**src/rtl/ifu_fetch_queue.sv**
```systemverilog
// ifu_fetch_queue: pipelined instruction fetch unit.
//   Keeps up to MAX_OUTST AXI-lite read requests in flight to imem, picks the
//   32-bit instruction lane out of each read beat, and buffers the results in
//   an INST_Q-deep FIFO that drains to the IDU over valid/ready.
//   Redirects (interrupt has priority over jump) flush the FIFO and count the
//   responses still owed by imem so they can be discarded when they arrive.
// Ports:
//   clk, rst               clock (rising edge), async active-low reset
//   isIntrPC/IntrPC        interrupt redirect request and target
//   is_jump/JumpPc         jump redirect request and target
//   pipeline_hold          stall: blocks new issue and FIFO pop
//   ARVALID/ARADDR/ARREADY read address channel (registered)
//   RVALID/RREADY/inst_i/RRESP read data channel (RREADY tied high)
//   inst_o/pc_o/fault_o    FIFO head entry (zero while FIFO empty)
//   ifu_valid/id_ready     handshake towards IDU
module ifu_fetch_queue #(
  parameter int          ADDR_W    = 32,
  parameter int          DATA_W    = 64,
  parameter int          PC_W      = 64,
  parameter logic [63:0] RESET_PC  = 64'h8000_0000,
  parameter int          MAX_OUTST = 2,
  parameter int          INST_Q    = 4
) (
  input  logic              clk,
  input  logic              rst,
  input  logic              isIntrPC,
  input  logic [PC_W-1:0]   IntrPC,
  input  logic              is_jump,
  input  logic [PC_W-1:0]   JumpPc,
  input  logic              pipeline_hold,
  output logic              ARVALID,
  output logic [ADDR_W-1:0] ARADDR,
  input  logic              ARREADY,
  input  logic              RVALID,
  output logic              RREADY,
  input  logic [DATA_W-1:0] inst_i,
  input  logic [1:0]        RRESP,
  output logic [31:0]       inst_o,
  output logic [PC_W-1:0]   pc_o,
  output logic              fault_o,
  output logic              ifu_valid,
  input  logic              id_ready
);
  localparam int NLANE = DATA_W / 32;
  localparam int LB    = $clog2(DATA_W / 8);
  localparam int QPW   = (INST_Q > 1) ? $clog2(INST_Q) : 1;
  localparam int PPW   = (MAX_OUTST > 1) ? $clog2(MAX_OUTST) : 1;
  localparam int CW    = $clog2(INST_Q + MAX_OUTST + 1);

  typedef struct packed {
    logic [31:0]   inst;
    logic [PC_W-1:0] pc;
    logic          fault;
  } qent_t;

  logic [PC_W-1:0]   fetch_pc_q, fetch_pc_d;
  logic              arvalid_q, arvalid_d;
  logic [ADDR_W-1:0] araddr_q, araddr_d;
  logic              stale_q, stale_d;   // pending AR was issued before a redirect
  logic [CW-1:0]     outst_q, outst_d;
  logic [CW-1:0]     drop_q, drop_d;
  logic [CW-1:0]     cnt_q, cnt_d;
  logic [QPW-1:0]    wp_q, wp_d, rp_q, rp_d;
  logic [PPW-1:0]    pwp_q, pwp_d, prp_q, prp_d;

  qent_t           q_mem    [INST_Q];
  logic [PC_W-1:0] pend_mem [MAX_OUTST];

  logic            redirect, ar_fire, r_fire, enq, deq;
  logic [PC_W-1:0] tgt, head_pc;
  logic [31:0]     rsp_inst;
  qent_t           head;

  assign redirect = isIntrPC | is_jump;
  assign tgt      = isIntrPC ? IntrPC : JumpPc;
  assign ar_fire  = arvalid_q & ARREADY;
  // A beat with nothing outstanding cannot belong to us.
  assign r_fire   = RVALID & (outst_q != '0);
  assign head_pc  = pend_mem[prp_q];
  assign enq      = r_fire & (drop_q == '0) & ~redirect;
  assign ifu_valid = (cnt_q != '0) & ~pipeline_hold;
  assign deq      = ifu_valid & id_ready;

  generate
    if (NLANE == 1) begin : g_one_lane
      assign rsp_inst = inst_i[31:0];
    end else begin : g_lanes
      logic [NLANE-1:0][31:0] lanes;
      assign lanes    = inst_i;
      assign rsp_inst = lanes[head_pc[LB-1:2]];
    end
  endgenerate

  always_comb begin
    fetch_pc_d = fetch_pc_q;
    arvalid_d  = 1'b0;
    araddr_d   = araddr_q;
    stale_d    = stale_q & ~ar_fire;
    outst_d    = outst_q + CW'(ar_fire) - CW'(r_fire);
    drop_d     = drop_q - CW'(r_fire && (drop_q != '0)) + CW'(ar_fire & stale_q);
    cnt_d      = cnt_q + CW'(enq) - CW'(deq);
    wp_d       = enq ? ((wp_q == QPW'(INST_Q - 1)) ? '0 : wp_q + QPW'(1)) : wp_q;
    rp_d       = deq ? ((rp_q == QPW'(INST_Q - 1)) ? '0 : rp_q + QPW'(1)) : rp_q;
    pwp_d      = ar_fire ? ((pwp_q == PPW'(MAX_OUTST - 1)) ? '0 : pwp_q + PPW'(1)) : pwp_q;
    prp_d      = r_fire  ? ((prp_q == PPW'(MAX_OUTST - 1)) ? '0 : prp_q + PPW'(1)) : prp_q;

    // A stale AR completing must not advance the redirected PC.
    if (ar_fire && !stale_q) fetch_pc_d = fetch_pc_q + PC_W'(4);

    if (redirect) begin
      fetch_pc_d = tgt;
      drop_d     = outst_d;                  // everything still owed after this edge
      stale_d    = arvalid_q & ~ARREADY;     // counted into drop once accepted
      cnt_d      = '0;
      wp_d       = '0;
      rp_d       = '0;
    end

    if (arvalid_q && !ARREADY) begin
      arvalid_d = 1'b1;                      // AXI: hold address until accepted
    end else if (!pipeline_hold && !redirect && (outst_d < CW'(MAX_OUTST)) &&
                 ((cnt_d + outst_d - drop_d) < CW'(INST_Q))) begin
      arvalid_d = 1'b1;
      araddr_d  = fetch_pc_d[ADDR_W-1:0];
    end
  end

  always_ff @(posedge clk or negedge rst) begin
    if (!rst) begin
      fetch_pc_q <= PC_W'(RESET_PC);
      arvalid_q  <= 1'b0;
      araddr_q   <= '0;
      stale_q    <= 1'b0;
      outst_q    <= '0;
      drop_q     <= '0;
      cnt_q      <= '0;
      wp_q       <= '0;
      rp_q       <= '0;
      pwp_q      <= '0;
      prp_q      <= '0;
    end else begin
      fetch_pc_q <= fetch_pc_d;
      arvalid_q  <= arvalid_d;
      araddr_q   <= araddr_d;
      stale_q    <= stale_d;
      outst_q    <= outst_d;
      drop_q     <= drop_d;
      cnt_q      <= cnt_d;
      wp_q       <= wp_d;
      rp_q       <= rp_d;
      pwp_q      <= pwp_d;
      prp_q      <= prp_d;
    end
  end

  // Storage needs no reset: occupancy is tracked by the counters above.
  always_ff @(posedge clk) begin
    if (enq)     q_mem[wp_q]     <= '{inst: rsp_inst, pc: head_pc, fault: |RRESP};
    if (ar_fire) pend_mem[pwp_q] <= fetch_pc_q;
  end

  assign head    = q_mem[rp_q];
  assign inst_o  = (cnt_q != '0) ? head.inst  : '0;
  assign pc_o    = (cnt_q != '0) ? head.pc    : '0;
  assign fault_o = (cnt_q != '0) ? head.fault : 1'b0;
  assign ARVALID = arvalid_q;
  assign ARADDR  = araddr_q;
  assign RREADY  = 1'b1;
endmodule

```
**config.mk**
```make
export PLATFORM = sky130hd
export DESIGN_NAME = ifu_fetch_queue
export DESIGN_NICKNAME = d
export VERILOG_FILES = /design/src/rtl/ifu_fetch_queue.sv
export SDC_FILE = /design/constraint.sdc
export NUM_CORES = 1
export LEC_CHECK = 0
export ABC_AREA = 1
export BUFFER_PORTS_ARGS = -buffer_cell sky130_fd_sc_hd__buf_2
export CORE_MARGIN = 2
export CORE_UTILIZATION = 45
export CTS_CLUSTER_SIZE = 24
export DETAILED_ROUTE_END_ITERATION = 6
export HOLD_SLACK_MARGIN = 0.08
export MAX_ROUTING_LAYER = met4
export PLACE_DENSITY_LB_ADDON = 0.05
export SLEW_MARGIN = 30
export SYNTH_ARGS = -nofsm -noshare
export SYNTH_HDL_FRONTEND = slang
export SYNTH_SLANG_ARGS = --single-unit
```
**constraint.sdc**
```tcl
create_clock -name clk -period 7.5 [get_ports clk]
set_clock_uncertainty 0.2 [all_clocks]
set_input_delay 1.5 -clock clk [delete_from_list [all_inputs] [get_ports clk]]
set_output_delay 1.5 -clock clk [all_outputs]
set_load 0.05 [all_outputs]
```
==> qor.yml <==
logic_synthesis:
  postSynthCellCount: 2616
  synth_edf_count: 516
  synth-async-reset-ratio: 0.180
  synth.distinct_cells: 44
  syn_nets: 2836
  synth-seq-cells: 629
  synth_top_flop_cell: "edfxtp_1"
  syn_area_sq_um: 27400
  synth_warnings: 0
  synth.avg_cell_area_sq_um: 10.5
  ys_seq_area_frac: 0.668
cts:
  clockRootBuffer: "clkbuf_16"
  hold_buffers: 0
  numCtsBuffers: 69
  cts.sinks: 629
  clk_path_buf_depth: 3
  cts_tree: "done"
  clk_latency_ns: 0.59
  cts_resized: 0
  post_cts_buffers: 0
  path_clk_slew_ns: 0.06
  cts-htree-levels: 3
finish:
  layoutNonFillerInstCount: 3759
  layout_commonest_cell: "nand2_1"
  nNetsFinal: 3144
  syn2layout_area_growth_pct: 17.0
  drive_gt1_frac: 0.184
  diodes: 0
  final_cell_mix: "nand2_1, edfxtp_1, nor2_1"
  fin_util: 0.532
routing:
  vias_per_cell: 5.29
  wl_per_cell_um: 19.6
  drt_iter0_markers: 1228
  drc: 0
  vias: 19900
  wl_mm: 73.6
  first_pass_iters: 6
  ant_nets: 0
pwr:
  clkPwrFrac: 0.344
  switching_share: 0.303
  peakVddDrop_mv: 0.187
  pwr-share-comb: 0.190
  pwr_density_cell_nw_per_um2: 295
  intPower_mw: 6.61
  p_leak_nw: 12.8
  p_switching_mw: 2.87
  seqPwrFrac: 0.466
worst_setup_path:
  end_kind: "flop"
  cp_max_fo: 39
  critical_path_required_ns: 7.78
  cp.arrival_ns: 6.25
  critPathKind: "in2reg"
  crit_path_top_delay_cell: "nand3_2"
  crit_path_start_kind: "input pin"
  critPathMaxStageDelay_ns: 0.61
die:
  rows: 90
  die_x_um: 251
  initial_core_util: 0.455
  core_area_sq_um: 60400
  ioPinCount: 334
  die_area_sq_um: 63000
  die_h_um: 251
timing:
  post-route-period-util: 0.796
  drv_slew: 0
  whs_ns: 0.286
  tns_ns: 0
  finalCriticalPeriod_ns: 5.97
  fin_ws_ns: 1.53
  finalSetupViolCount: 0
  fmax_ghz: 0.168
  maxSlewHeadroom: 0.390
  final_hold_viol_count: 0
  worstMarginPinSlew_ns: 0.915
  rsz0062_at_grt: "no"
flow_run:
  max_cap_viol_count: 0
placed_design:
  io_buffers: 332
  gp_congestion: 0.934
  dp_cells: 3633
  dpl.hpwl_mm: 46.8
  place_ws_ns: 0.917
global_routing:
  antenna_found_initial: 0
  grt_overflow: 0
  grt_max_degree: 154
  track_usage: 0.240
  grt_pass1_wl_mm: 111
  first_global_vias: 19100
hold_path:
  hold_class: "reg2reg"
run_status:
  status: "complete, no violations"
-- cell families after synthesis --
logic type	synth area share
simple gates	0.185
flops	0.668
compound gates	0.0844
buf+inv	0.0379
mux	0.0131
fa+ha+maj	0.00930
xor+xnor	0.00192
other cells	0.000137
-- path summary, 6_finish.rpt --
check,startpoint,end,slack [ns],cells past startpoint
worst max-delay path,RVALID,ARADDR[0],1.53,25
worst max register to register,outst_q[1],ARADDR[0],1.83,24
min in group asynchronous,rst,outst_q[2],0.79,1
worst min-delay path,ARADDR[14],ARADDR[14],0.29,2
max in group asynchronous,rst,rp_q[1],4.91,2
worst min register to register,ARADDR[14],ARADDR[14],0.29,2
-- metal layers --
metal  share of wire  vias to the layer above  GRT usage
met5               0                        -          -
met4           0.022                        0     0.0730
met3           0.058                      112     0.0370
met2            0.47                      587      0.373
met1            0.45                     9581      0.327
li1                -                     9612          -
-- sequential cells by signal, indices dropped and copies added (netlist names), 3 cells and up --
name,cells
fetch_pc_q,64
cnt_q,3
q_mem,388
pend_mem,128
drop_q,3
ARADDR,32
outst_q,3
-- cells in the mapped netlist, types with 11 or more instances --
cell / n / area [sq um]
buf_1: 11 / 41.3
clkbuf_1: 95 / 357
nor3_1: 18 / 90.1
o21ai_1: 15 / 75.1
ha_1: 14 / 175
o21ai_0: 212 / 1060
a22oi_1: 56 / 420
nand4_1: 34 / 213
mux2_2: 32 / 360
inv_1: 125 / 469
buf_2: 12 / 60.1
nand2_1: 554 / 2080
nand3_1: 109 / 546
nor2_1: 500 / 1880
inv_2: 14 / 52.6
dfrtp_1: 112 / 2800
edfxtp_1: 516 / 15500
a21oi_1: 101 / 505
-- power groups by stage --
stage	registers, mW	logic, mW	clock network, mW
detailed placement	4.48	1.81	0
global route	4.44	2.01	3.47
floorplan	4.68	1.02	0
CTS	4.42	1.82	3.33
finish	4.42	1.80	3.26
global placement	4.48	1.77	0
-- through the flow --
stage          total power, mW  cell area (sq um)
3_3_place_gp              6.25              29800
5_1_grt                   9.92              32100
4_1_cts                   9.57              32100
2_1_floorplan             5.69              27400
6_report                  9.48              32100
3_5_place_dp              6.30              29900
-- worst max-delay path: cells and delay by family --
family / cells / cell delay, ns
and+or+nand+nor: 11 / 1.76
AOI/OAI and AO/OA: 2 / 0.53
buffers and inverters: 7 / 0.52
adders and majority gates: 5 / 1.90
-- layout make-up --
type,count,area (sq um)
repair buffers,361,1950
well taps,782,978
fillers,5367,28200
flip-flops and latches,629,18300
clock buffers,89,1880
inverters,139,526
clock inverters,35,302
multi-input cells,1724,8140
Note: power is estimated with default switching activity, not from simulation.
